## config.mk

```make
export PLATFORM = sky130hd
export DESIGN_NAME = seg_display_capture_flat
export DESIGN_NICKNAME = d
export VERILOG_FILES = /design/src/rtl/seg_display_capture_pkg.sv /design/src/rtl/seg_display_capture_if.sv /design/src/rtl/seg_display_capture_encoder.sv /design/src/rtl/seg_display_capture.sv /design/src/flat_wrapper.sv
export SDC_FILE = /design/constraint.sdc
export NUM_CORES = 1
export LEC_CHECK = 0
export ABC_AREA = 1
export BUFFER_PORTS_ARGS = -buffer_cell sky130_fd_sc_hd__buf_4
export CAP_MARGIN = 10
export CORE_MARGIN = 2
export CORE_UTILIZATION = 30
export CTS_CLUSTER_DIAMETER = 200
export DETAILED_ROUTE_END_ITERATION = 16
export SETUP_SLACK_MARGIN = 0.5
export SLEW_MARGIN = 20
export SYNTH_ARGS = -nofsm -noshare
export SYNTH_HDL_FRONTEND = slang
export SYNTH_HIERARCHICAL = 1
export SYNTH_SLANG_ARGS = --single-unit
```

## constraint.sdc

```tcl
create_clock -name clk -period 2.1 [get_ports clk]
set_clock_uncertainty 0.1 [all_clocks]
set_input_delay 0.525 -clock clk [delete_from_list [all_inputs] [get_ports clk]]
set_output_delay 0.525 -clock clk [all_outputs]
set_load 0.005 [all_outputs]
```

## src/rtl/seg_display_capture_pkg.sv

```systemverilog
// seg_pkg: shared constants and decode helpers for the 7-segment capture path.
// Contents: active-low segment patterns (order a..g, a in bit 6) for hex chars
// 0..F, one-hot-low anode codes per digit, the default stability dwell, and
// helper functions that turn a segment pattern into {valid, char} and an
// anode word into {legal, digit index}.
package seg_pkg;

  localparam int STABLE_CYCLES_DEF = 4;

  localparam logic [6:0] SEG_0 = 7'b0000001;
  localparam logic [6:0] SEG_1 = 7'b1001111;
  localparam logic [6:0] SEG_2 = 7'b0010010;
  localparam logic [6:0] SEG_3 = 7'b0000110;
  localparam logic [6:0] SEG_4 = 7'b1001100;
  localparam logic [6:0] SEG_5 = 7'b0100100;
  localparam logic [6:0] SEG_6 = 7'b0100000;
  localparam logic [6:0] SEG_7 = 7'b0001111;
  localparam logic [6:0] SEG_8 = 7'b0000000;
  localparam logic [6:0] SEG_9 = 7'b0000100;
  localparam logic [6:0] SEG_A = 7'b0001000;
  localparam logic [6:0] SEG_B = 7'b1100000;
  localparam logic [6:0] SEG_C = 7'b0110001;
  localparam logic [6:0] SEG_D = 7'b1000010;
  localparam logic [6:0] SEG_E = 7'b0110000;
  localparam logic [6:0] SEG_F = 7'b0111000;

  localparam logic [3:0] AN_DIG0 = 4'b1110;
  localparam logic [3:0] AN_DIG1 = 4'b1101;
  localparam logic [3:0] AN_DIG2 = 4'b1011;
  localparam logic [3:0] AN_DIG3 = 4'b0111;

  typedef struct packed {
    logic       valid;
    logic [3:0] ch;
  } seg_dec_t;

  typedef struct packed {
    logic       legal;
    logic [1:0] idx;
  } an_dec_t;

  // Segment pattern -> hex char; anything outside the 16 glyphs is invalid.
  function automatic seg_dec_t seg_decode(input logic [6:0] pat);
    seg_dec_t r;
    r.valid = 1'b1;
    r.ch    = 4'h0;
    case (pat)
      SEG_0:   r.ch = 4'h0;
      SEG_1:   r.ch = 4'h1;
      SEG_2:   r.ch = 4'h2;
      SEG_3:   r.ch = 4'h3;
      SEG_4:   r.ch = 4'h4;
      SEG_5:   r.ch = 4'h5;
      SEG_6:   r.ch = 4'h6;
      SEG_7:   r.ch = 4'h7;
      SEG_8:   r.ch = 4'h8;
      SEG_9:   r.ch = 4'h9;
      SEG_A:   r.ch = 4'hA;
      SEG_B:   r.ch = 4'hB;
      SEG_C:   r.ch = 4'hC;
      SEG_D:   r.ch = 4'hD;
      SEG_E:   r.ch = 4'hE;
      SEG_F:   r.ch = 4'hF;
      default: begin
        r.valid = 1'b0;
        r.ch    = 4'h0;
      end
    endcase
    return r;
  endfunction

  // Anode word -> digit index; legal only with exactly one low bit.
  function automatic an_dec_t an_decode(input logic [3:0] an);
    an_dec_t r;
    r.legal = 1'b1;
    r.idx   = 2'd0;
    case (an)
      AN_DIG0: r.idx = 2'd0;
      AN_DIG1: r.idx = 2'd1;
      AN_DIG2: r.idx = 2'd2;
      AN_DIG3: r.idx = 2'd3;
      default: begin
        r.legal = 1'b0;
        r.idx   = 2'd0;
      end
    endcase
    return r;
  endfunction

endpackage

```

## src/rtl/seg_display_capture_if.sv

```systemverilog
// seg_display_capture_if: the multiplexed display bus (active-low).
//   an  [3:0] anode lines, an[3] is the leftmost digit
//   LED [6:0] segment lines, LED[6]=a ... LED[0]=g
// master drives the bus (display driver / bench), slave observes it.
interface seg_display_capture_if;
  logic [3:0] an;
  logic [6:0] LED;

  modport master (output an, output LED);
  modport slave  (input  an, input  LED);
endinterface

```

## src/rtl/seg_display_capture_encoder.sv

```systemverilog
// seg_encoder: combinational 7-segment pattern to hex char encoder.
//   pattern [6:0] in   active-low segments, a..g
//   ch      [3:0] out  decoded hex char (0 when invalid)
//   valid         out  pattern is one of the 16 hex glyphs
module seg_encoder
  import seg_pkg::*;
(
  input  logic [6:0] pattern,
  output logic [3:0] ch,
  output logic       valid
);

  seg_dec_t dec_s;

  // Table lookup lives in the package so other checkers decode identically.
  always_comb begin
    dec_s = seg_decode(pattern);
    ch    = dec_s.ch;
    valid = dec_s.valid;
  end

endmodule

```

## src/rtl/seg_display_capture.sv

```systemverilog
// seg_display_capture: reconstructs the 16-bit value shown on a multiplexed
// 4-digit 7-segment display.
//   clk, reset   rising-edge clock, synchronous active-high reset
//   bus          display bus (an, LED), slave side
//   value        last completed frame, digit 3 in [15:12]
//   err          per-digit undecodable-pattern flags of that frame
//   frame_valid  one-cycle strobe, value/err change with it
//   digit_mask   digits captured since the last frame
module seg_display_capture #(
  parameter int STABLE_CYCLES = seg_pkg::STABLE_CYCLES_DEF
) (
  input  logic                        clk,
  input  logic                        reset,
  seg_display_capture_if.slave        bus,
  output logic [15:0]                 value,
  output logic [3:0]                  err,
  output logic                        frame_valid,
  output logic [3:0]                  digit_mask
);
  import seg_pkg::*;

  localparam int CW = $clog2(STABLE_CYCLES + 1);

  logic [3:0]    an_s1_q, an_s1_d, an_s2_q, an_s2_d, an_prev_q, an_prev_d;
  logic [6:0]    led_s1_q, led_s1_d, led_s2_q, led_s2_d, led_prev_q, led_prev_d;
  logic [CW-1:0] cnt_q, cnt_d;
  logic [15:0]   slots_q, slots_d, value_q, value_d;
  logic [3:0]    perr_q, perr_d, mask_q, mask_d, err_q, err_d;
  logic          fv_q, fv_d;

  an_dec_t       an_info_s;
  logic [3:0]    enc_ch_s;
  logic          enc_valid_s;
  logic          same_s, accept_s, frame_s;
  logic [3:0]    hit_s, mask_base_s, perr_base_s;

  seg_encoder u_enc (
    .pattern (led_s2_q),
    .ch      (enc_ch_s),
    .valid   (enc_valid_s)
  );

  // Next-state logic: sync pipeline, dwell counter, slot/mask/frame control.
  always_comb begin
    an_s1_d    = bus.an;
    led_s1_d   = bus.LED;
    an_s2_d    = an_s1_q;
    led_s2_d   = led_s1_q;
    an_prev_d  = an_s2_q;
    led_prev_d = led_s2_q;

    an_info_s = an_decode(an_s2_q);
    same_s    = ({an_s2_q, led_s2_q} == {an_prev_q, led_prev_q});
    accept_s  = 1'b0;
    cnt_d     = cnt_q;

    // cnt_q counts repeats after the first sample of a dwell, so the
    // STABLE_CYCLES-th identical sample arrives while cnt_q is STABLE_CYCLES-2.
    if (!an_info_s.legal) begin
      cnt_d = {CW{1'b0}};
    end else if (!same_s) begin
      cnt_d = {CW{1'b0}};
    end else begin
      if (cnt_q == CW'(STABLE_CYCLES - 2)) begin
        accept_s = 1'b1;
      end else begin
        accept_s = 1'b0;
      end
      if (cnt_q < CW'(STABLE_CYCLES - 1)) begin
        cnt_d = cnt_q + CW'(1);
      end else begin
        cnt_d = cnt_q;
      end
    end

    hit_s   = 4'(4'b0001 << an_info_s.idx);
    frame_s = (mask_q == 4'b1111);

    // An accept coinciding with frame emission starts the next frame.
    if (frame_s) begin
      mask_base_s = 4'b0000;
      perr_base_s = 4'b0000;
    end else begin
      mask_base_s = mask_q;
      perr_base_s = perr_q;
    end

    slots_d = slots_q;
    mask_d  = mask_base_s;
    perr_d  = perr_base_s;
    if (accept_s) begin
      mask_d = mask_base_s | hit_s;
      if (enc_valid_s) begin
        perr_d = perr_base_s;
        case (an_info_s.idx)
          2'd0:    slots_d[3:0]   = enc_ch_s;
          2'd1:    slots_d[7:4]   = enc_ch_s;
          2'd2:    slots_d[11:8]  = enc_ch_s;
          2'd3:    slots_d[15:12] = enc_ch_s;
          default: slots_d        = slots_q;
        endcase
      end else begin
        perr_d = perr_base_s | hit_s;
      end
    end else begin
      mask_d = mask_base_s;
    end

    if (frame_s) begin
      value_d = slots_q;
      err_d   = perr_q;
      fv_d    = 1'b1;
    end else begin
      value_d = value_q;
      err_d   = err_q;
      fv_d    = 1'b0;
    end
  end

  // State registers, all cleared by the synchronous reset.
  always_ff @(posedge clk) begin
    if (reset) begin
      an_s1_q    <= 4'd0;
      led_s1_q   <= 7'd0;
      an_s2_q    <= 4'd0;
      led_s2_q   <= 7'd0;
      an_prev_q  <= 4'd0;
      led_prev_q <= 7'd0;
      cnt_q      <= {CW{1'b0}};
      slots_q    <= 16'd0;
      perr_q     <= 4'd0;
      mask_q     <= 4'd0;
      value_q    <= 16'd0;
      err_q      <= 4'd0;
      fv_q       <= 1'b0;
    end else begin
      an_s1_q    <= an_s1_d;
      led_s1_q   <= led_s1_d;
      an_s2_q    <= an_s2_d;
      led_s2_q   <= led_s2_d;
      an_prev_q  <= an_prev_d;
      led_prev_q <= led_prev_d;
      cnt_q      <= cnt_d;
      slots_q    <= slots_d;
      perr_q     <= perr_d;
      mask_q     <= mask_d;
      value_q    <= value_d;
      err_q      <= err_d;
      fv_q       <= fv_d;
    end
  end

  assign value       = value_q;
  assign err         = err_q;
  assign frame_valid = fv_q;
  assign digit_mask  = mask_q;

endmodule
```

## src/flat_wrapper.sv

```systemverilog
// flat-port wrapper written by rule: the top's interface ports become plain ports
module seg_display_capture_flat import seg_pkg::*;
#(
  parameter int STABLE_CYCLES = seg_pkg::STABLE_CYCLES_DEF
)
  (clk, reset, value, err, frame_valid, digit_mask, bus_an, bus_LED);
  seg_display_capture_if bus_i ();
  input  logic clk;
  input  logic reset;
  output logic [15:0] value;
  output logic [3:0] err;
  output logic frame_valid;
  output logic [3:0] digit_mask;
  input wire logic [$bits(bus_i.an)-1:0] bus_an;
  input wire logic [$bits(bus_i.LED)-1:0] bus_LED;
  assign bus_i.an = bus_an;
  assign bus_i.LED = bus_LED;
  seg_display_capture #(.STABLE_CYCLES(STABLE_CYCLES)) u_core (.clk(clk), .reset(reset), .bus(bus_i), .value(value), .err(err), .frame_valid(frame_valid), .digit_mask(digit_mask));
endmodule
```

# After elaboration in Yosys (flattened, before gate mapping)
# Cells that the tools add are included.
[op_classes]
n_addsub = 1
magnitude_cmp = 1
n_eq_ne = 25
shifts = 1
n_mux = 13
bitwise_logic = 4
n_reduce_logical = 9
[ops]
columns = ["operator", "n"]
rows = [
  ["$pmux W4 S15", 1],
  ["$eq A7 B6 Y1 const B", 5],
  ["$eq A7 B7 Y1 const B", 4],
  ["$mux W4", 5],
  ["$eq A4 B4 Y1 const B", 4],
  ["$reduce_or A16 Y1", 1],
  ["$eq A7 B3 Y1 const B", 2],
  ["$eq A7 B4 Y1 const B", 2],
  ["$reduce_and A3 Y1", 4],
  ["$eq A11 B11 Y1", 1],
  ["$or A4 B4 Y4", 2],
  ["$eq A7 B1 Y1 const B", 1],
  ["$eq A7 B5 Y1 const B", 1],
  ["$logic_not A7 Y1", 1],
  ["$mux W1", 6],
  ["$pmux W2 S3", 1],
  ["$eq A2 B2 Y1 const B", 2],
  ["$eq A4 B3 Y1 const B", 1],
  ["$reduce_or A4 Y1", 1],
  ["$shl A1 B2 Y4 const A", 1],
  ["$add A3 B1 Y3 const B", 1],
  ["$eq A3 B2 Y1 const B", 1],
  ["$lt A3 B2 Y1 const B", 1],
  ["$reduce_or A3 Y1", 1],
  ["other kinds (3)", 4],
]
[totals]
regBits = 81
output_inout_bits = 25

# Logic depth before layout (Yosys ltp)
[logic_depth]
word_depth = 6
depth_mapped = 13
mapped_depth_nobuf = 12

# Hierarchy
# The synthesis kept the hierarchy.
[modules_own_cells]
columns = ["module", "n_inst", "cells_per_inst", "area_per_inst_um2"]
rows = [
  ["seg_display_capture", 1, 413, 3031.7],
  ["seg_encoder", 1, 73, 326.6],
]

# Least setup slack after synthesis
# Ideal clock, no wire load.
[synth_path]
kind = "flip-flop to flip-flop"
start = "reg u_core.led_s2_q[1], in the netlist u_core/led_prev_d[1]"
end = "reg u_core.slots_q[4]"
setup_ns = 0.064
t_arrival_ns = 1.749
setup_slack_ns = 0.187
stages_incl_launch_ff = 14
path_buffers = 1
synth_period_minus_slack_ns = 1.913
cell_sequence = "dfxtp_1 inv_1 nor2_1 nand2_1 nor2_1 nor2_1 nand2_1 nor2_1 nand2_1 buf_1 inv_1 nor3_2 nor2_1 nor2_1"
[synth_via]
elab_chain_cells = 4
word_cells_on_any_way = 23
[synth_lines]
columns = ["item", "line_no", "text"]
rows = [
  ["from (decl)", "seg_display_capture.sv:25", "logic [6:0] led_s1_q, led_s1_d, led_s2_q, led_s2_d, led_prev_q, led_prev_d;"],
  ["from (signal assigned)", "seg_display_capture.sv:140", "led_s2_q <= led_s2_d;"],
  ["$eq A7 B6 Y1 (tied with other cells)", "seg_display_capture_pkg.sv:47", "case (pat)"],
  ["$reduce_or A16 Y1 (no source line) *", "--", ""],
  ["$mux W1 *", "seg_display_capture_pkg.sv:47", ""],
  ["via u_core.enc_valid_s", "seg_display_capture.sv:33", "logic enc_valid_s;"],
  ["$reduce_and A3 Y1 (no source line) *", "--", ""],
  ["to (signal assigned)", "seg_display_capture.sv:144", "slots_q <= slots_d;"],
  ["to (decl)", "seg_display_capture.sv:27", "logic [15:0] slots_q, slots_d, value_q, value_d;"],
]
# The timed path passes the listed nets; every way through them passes the cells marked *.
# A chain may end at the register's enable or synchronous reset.

# Worst setup path after layout
[layout_path]
start = "reg u_core.led_s2_q[6], in the netlist u_core/led_prev_d[6]"
end = "reg u_core.slots_q[5]"
[layout_via]
elab_chain_cells = 4
word_cells_on_any_way = 23
[layout_lines]
columns = ["item", "line_no"]
rows = [
  ["$eq A7 B6 Y1 (tied with other cells)", "seg_display_capture_pkg.sv:47"],
  ["$reduce_or A16 Y1 (no source line) / $mux W1 (equally long branches)", "--"],
  ["$mux W1, on equally long branches", "seg_display_capture_pkg.sv:47, seg_display_capture.sv:59"],
  ["$reduce_and A3 Y1 (no source line)", "--"],
]
# Parallel ways exist; a longest one is shown, timed or not.

==> flow_summary.toml <==
[cells_and_area]
instances_no_fill = 689
diodes = 0
final_area_mm2 = 0.00439
layout-drive-gt1-share = 0.295
nets = 559
final_util = 0.403
synthToLayoutAreaGrowth_pct = 30.7

[status]
outcome = "complete, no violations"

[detailed_routing]
final_antenna_net_count = 0
viasPerCell = 4.45
dr.pass1.iters = 4
vias = 3069
routed_wl_um = 7710
wl_per_cell_um = 11.2
drt_drc_violations_left = 0
drt-initial-drc-count = 231

[clock_network]
clock_sinks = 81
cts_inserted_buffers = 9
clkTransAtPathRegs_ps = 80
ctsHtreeMaxLevel = 3
ctsLongestPathBuffers = 2
cts_tree = "yes"
insertion_delay_ps = 360
cts-root-buf = "clkbuf_8"
hold_buffers = 0

[global_routing]
first_global_vias = 2878
grt_max_degree = 43
antenna_found_initial = 0
grt_use_total = 0.136
grt_overflow_total = 0
grt_pass1_wl_um = 12600

[placed_design]
pre_cts_slack_ps = 291
numPortBuffers = 37
gp_congestion = 0.820
dpl_cell_area_mm2 = 0.00386
dp_hpwl_um = 4970
placed_cells = 653

[synthesis]
synth_seq_cells = 81
seq_area_frac_synth = 0.483
synthesis.nets = 501
async_flop_share = 0
ys_types = 24
synthTopCellsByCount = "nor2_1, nand2_1, dfxtp_1"
syn_area_mm2 = 0.00336
yosys.area.top_type = "dfxtp_1"
yosys-mux-area-fraction = 0
yosys.area.top_type_share = 0.483
synth_cells = 486
syn_avg_cell_area_um2 = 6.91
synthTopCellsByArea = "dfxtp_1, nor2_1, nand2_1"
synth_top_family_by_area = "simple AND/OR/NAND/NOR gates"
synth_xor_xnor_area_share = 0.00261
synth_edf_count = 0
synth_adder_area_share = 0.00745
synth_flop_cell = "dfxtp_1"
yosys.area_share.simple = 0.363
synth_compound_area_frac = 0.0507
synth.most_common_cell = "nor2_1"
ys_warn_count = 6

[sta]
setup_viol = 0
fin_ws_ps = 294
drv_slew = 0
min_period_over_period = 0.860
worstMarginPinSlew_ps = 468
rsz0062_at_grt = "true"
whs_ps = 263
fmax_mhz = 554
setup_tns_ps = 0
slew_headroom = 0.688
period_minus_slack_ps = 1810
final_hold_viol_count = 0

[pwr]
powerDensity_mw_per_mm2 = 637
power_mw = 2.80
max-vdd-ir-drop_uv = 308
leakagePower_nw = 2.01

[critical_path]
worstSetupStartpointType = "flop"
required_ps = 2250
crit_fanout = 8
worst-setup-path-type = "reg -> reg"
cp.arrival_ps = 1960
end_kind = "flop"

[floorplan]
ios = 38
dieArea_mm2 = 0.0121
die_h_um = 110
fp.dieW_um = 110
start_util = 0.308
core_mm2 = 0.0109
row_count = 38

[min_path]
worstHoldPathType = "in -> reg"

[flow_run]
drv_cap = 0
per-layer routing:
| layer | track usage | vias to the layer above | routed length, um |
|---|---|---|---|
| met1 | 0.161 | 1393 | 3660 |
| met2 | 0.223 | 62 | 3510 |
| met5 | 0 | - | 0 |
| met4 | 0.0832 | 0 | 234 |
| met3 | 0.0290 | 17 | 305 |
| li1 | - | 1597 | - |
state kept, by name, indices dropped and copies added (netlist names):
name                cells
u_core/slots_q         16
u_core/value           16
u_core/led_prev_d       7
u_core/led_prev_q       7
u_core/led_s1_q         7
u_core/an_prev_d        4
u_core/an_prev_q        4
u_core/an_s1_q          4
u_core/digit_mask       4
u_core/err              4
u_core/perr_q           4
u_core/cnt_q            3
u_core/frame_valid      1
where the power goes:
part / switching, mW / leakage, nW / internal, mW / total [mW]
Clock: 0.535 / 0.0774 / 0.428 / 0.963
Sequential: 0.0210 / 0.665 / 1.56 / 1.58
Combinational: 0.165 / 1.26 / 0.0900 / 0.255
cell usage in the layout (no fill, tap or decap):
cell        synthesis  final
nand2_2             2     18
nor4b_1             1      1
nand2_4             0      1
dfxtp_1            81     68
inv_1              63     56
a21oi_1            10      7
nor2_1            146    135
clkbuf_1           13      4
nand2_1            82     65
clkinv_2            0      2
nor3_4              0      4
clkinvlp_4          0      3
or2_1               1      1
dfxtp_4             0      7
buf_6               0      3
nand4_1             6      6
o21ai_0            24     24
nor4_4              0      1
nand3_4             1      1
xnor2_1             1      1
dfxtp_2             0      6
clkinv_1            1      1
inv_6               0      1
inv_2               4      9
ha_1                2      2
buf_4               0     58
nand3_1            27     14
clkbuf_8            0      9
a21oi_2             0      3
nand3_2             0     13
nor2_4              2     11
nor2_2             10     12
nand3b_1            2      2
cell type report:
type | count | area [um2]
Clock inverter | 3 | 17.5
Fill cell | 1119 | 6500
Multi-Input combinational cell | 322 | 1660
Clock buffer | 13 | 139
Tap cell | 140 | 175
Timing Repair inverter | 1 | 7.51
Sequential cell | 81 | 1660
Timing Repair Buffer | 61 | 469
Inverter | 68 | 264
critical path, stage by stage (launching register included):
cell	delay [ps]
dfxtp_4	400
inv_2	40
nand2_1	60
nand2_2	60
nor2_1	90
nand2_1	70
nor2_2	160
nand3_4	230
nor2_4	280
nand3_2	100
nand2_2	70
nor2_1	40
final timing paths:
path / from / endpoint / slack, ps / depth (start not counted)
max: u_core/led_prev_d[6] / u_core/slots_q[5] / 290 / 11
min: bus_an[2] / u_core/an_s1_q[2] / 260 / 3
max reg2reg: u_core/led_prev_d[6] / u_core/slots_q[5] / 290 / 11
min reg2reg: u_core/led_s1_q[6] / u_core/led_prev_d[6] / 290 / 2
kinds of logic (layout without fill, tap and decap cells):
| group | after synthesis | after routing |
|---|---|---|
| adder cells (fa/ha/maj) | 2 | 2 |
| XOR/XNOR | 1 | 1 |
| AO/OA/AOI/OAI | 34 | 34 |
| buffers and inverters | 83 | 146 |
| AND/OR/NAND/NOR | 285 | 285 |
| flip-flops | 81 | 81 |
timing repair:
action	in CTS	in global routing
setup endpoints to repair	44	44
pin swaps	31	26
resized for setup	38	32
cloned	1	0
setup buffers	10	9
Power figures use the tool's default switching activity.
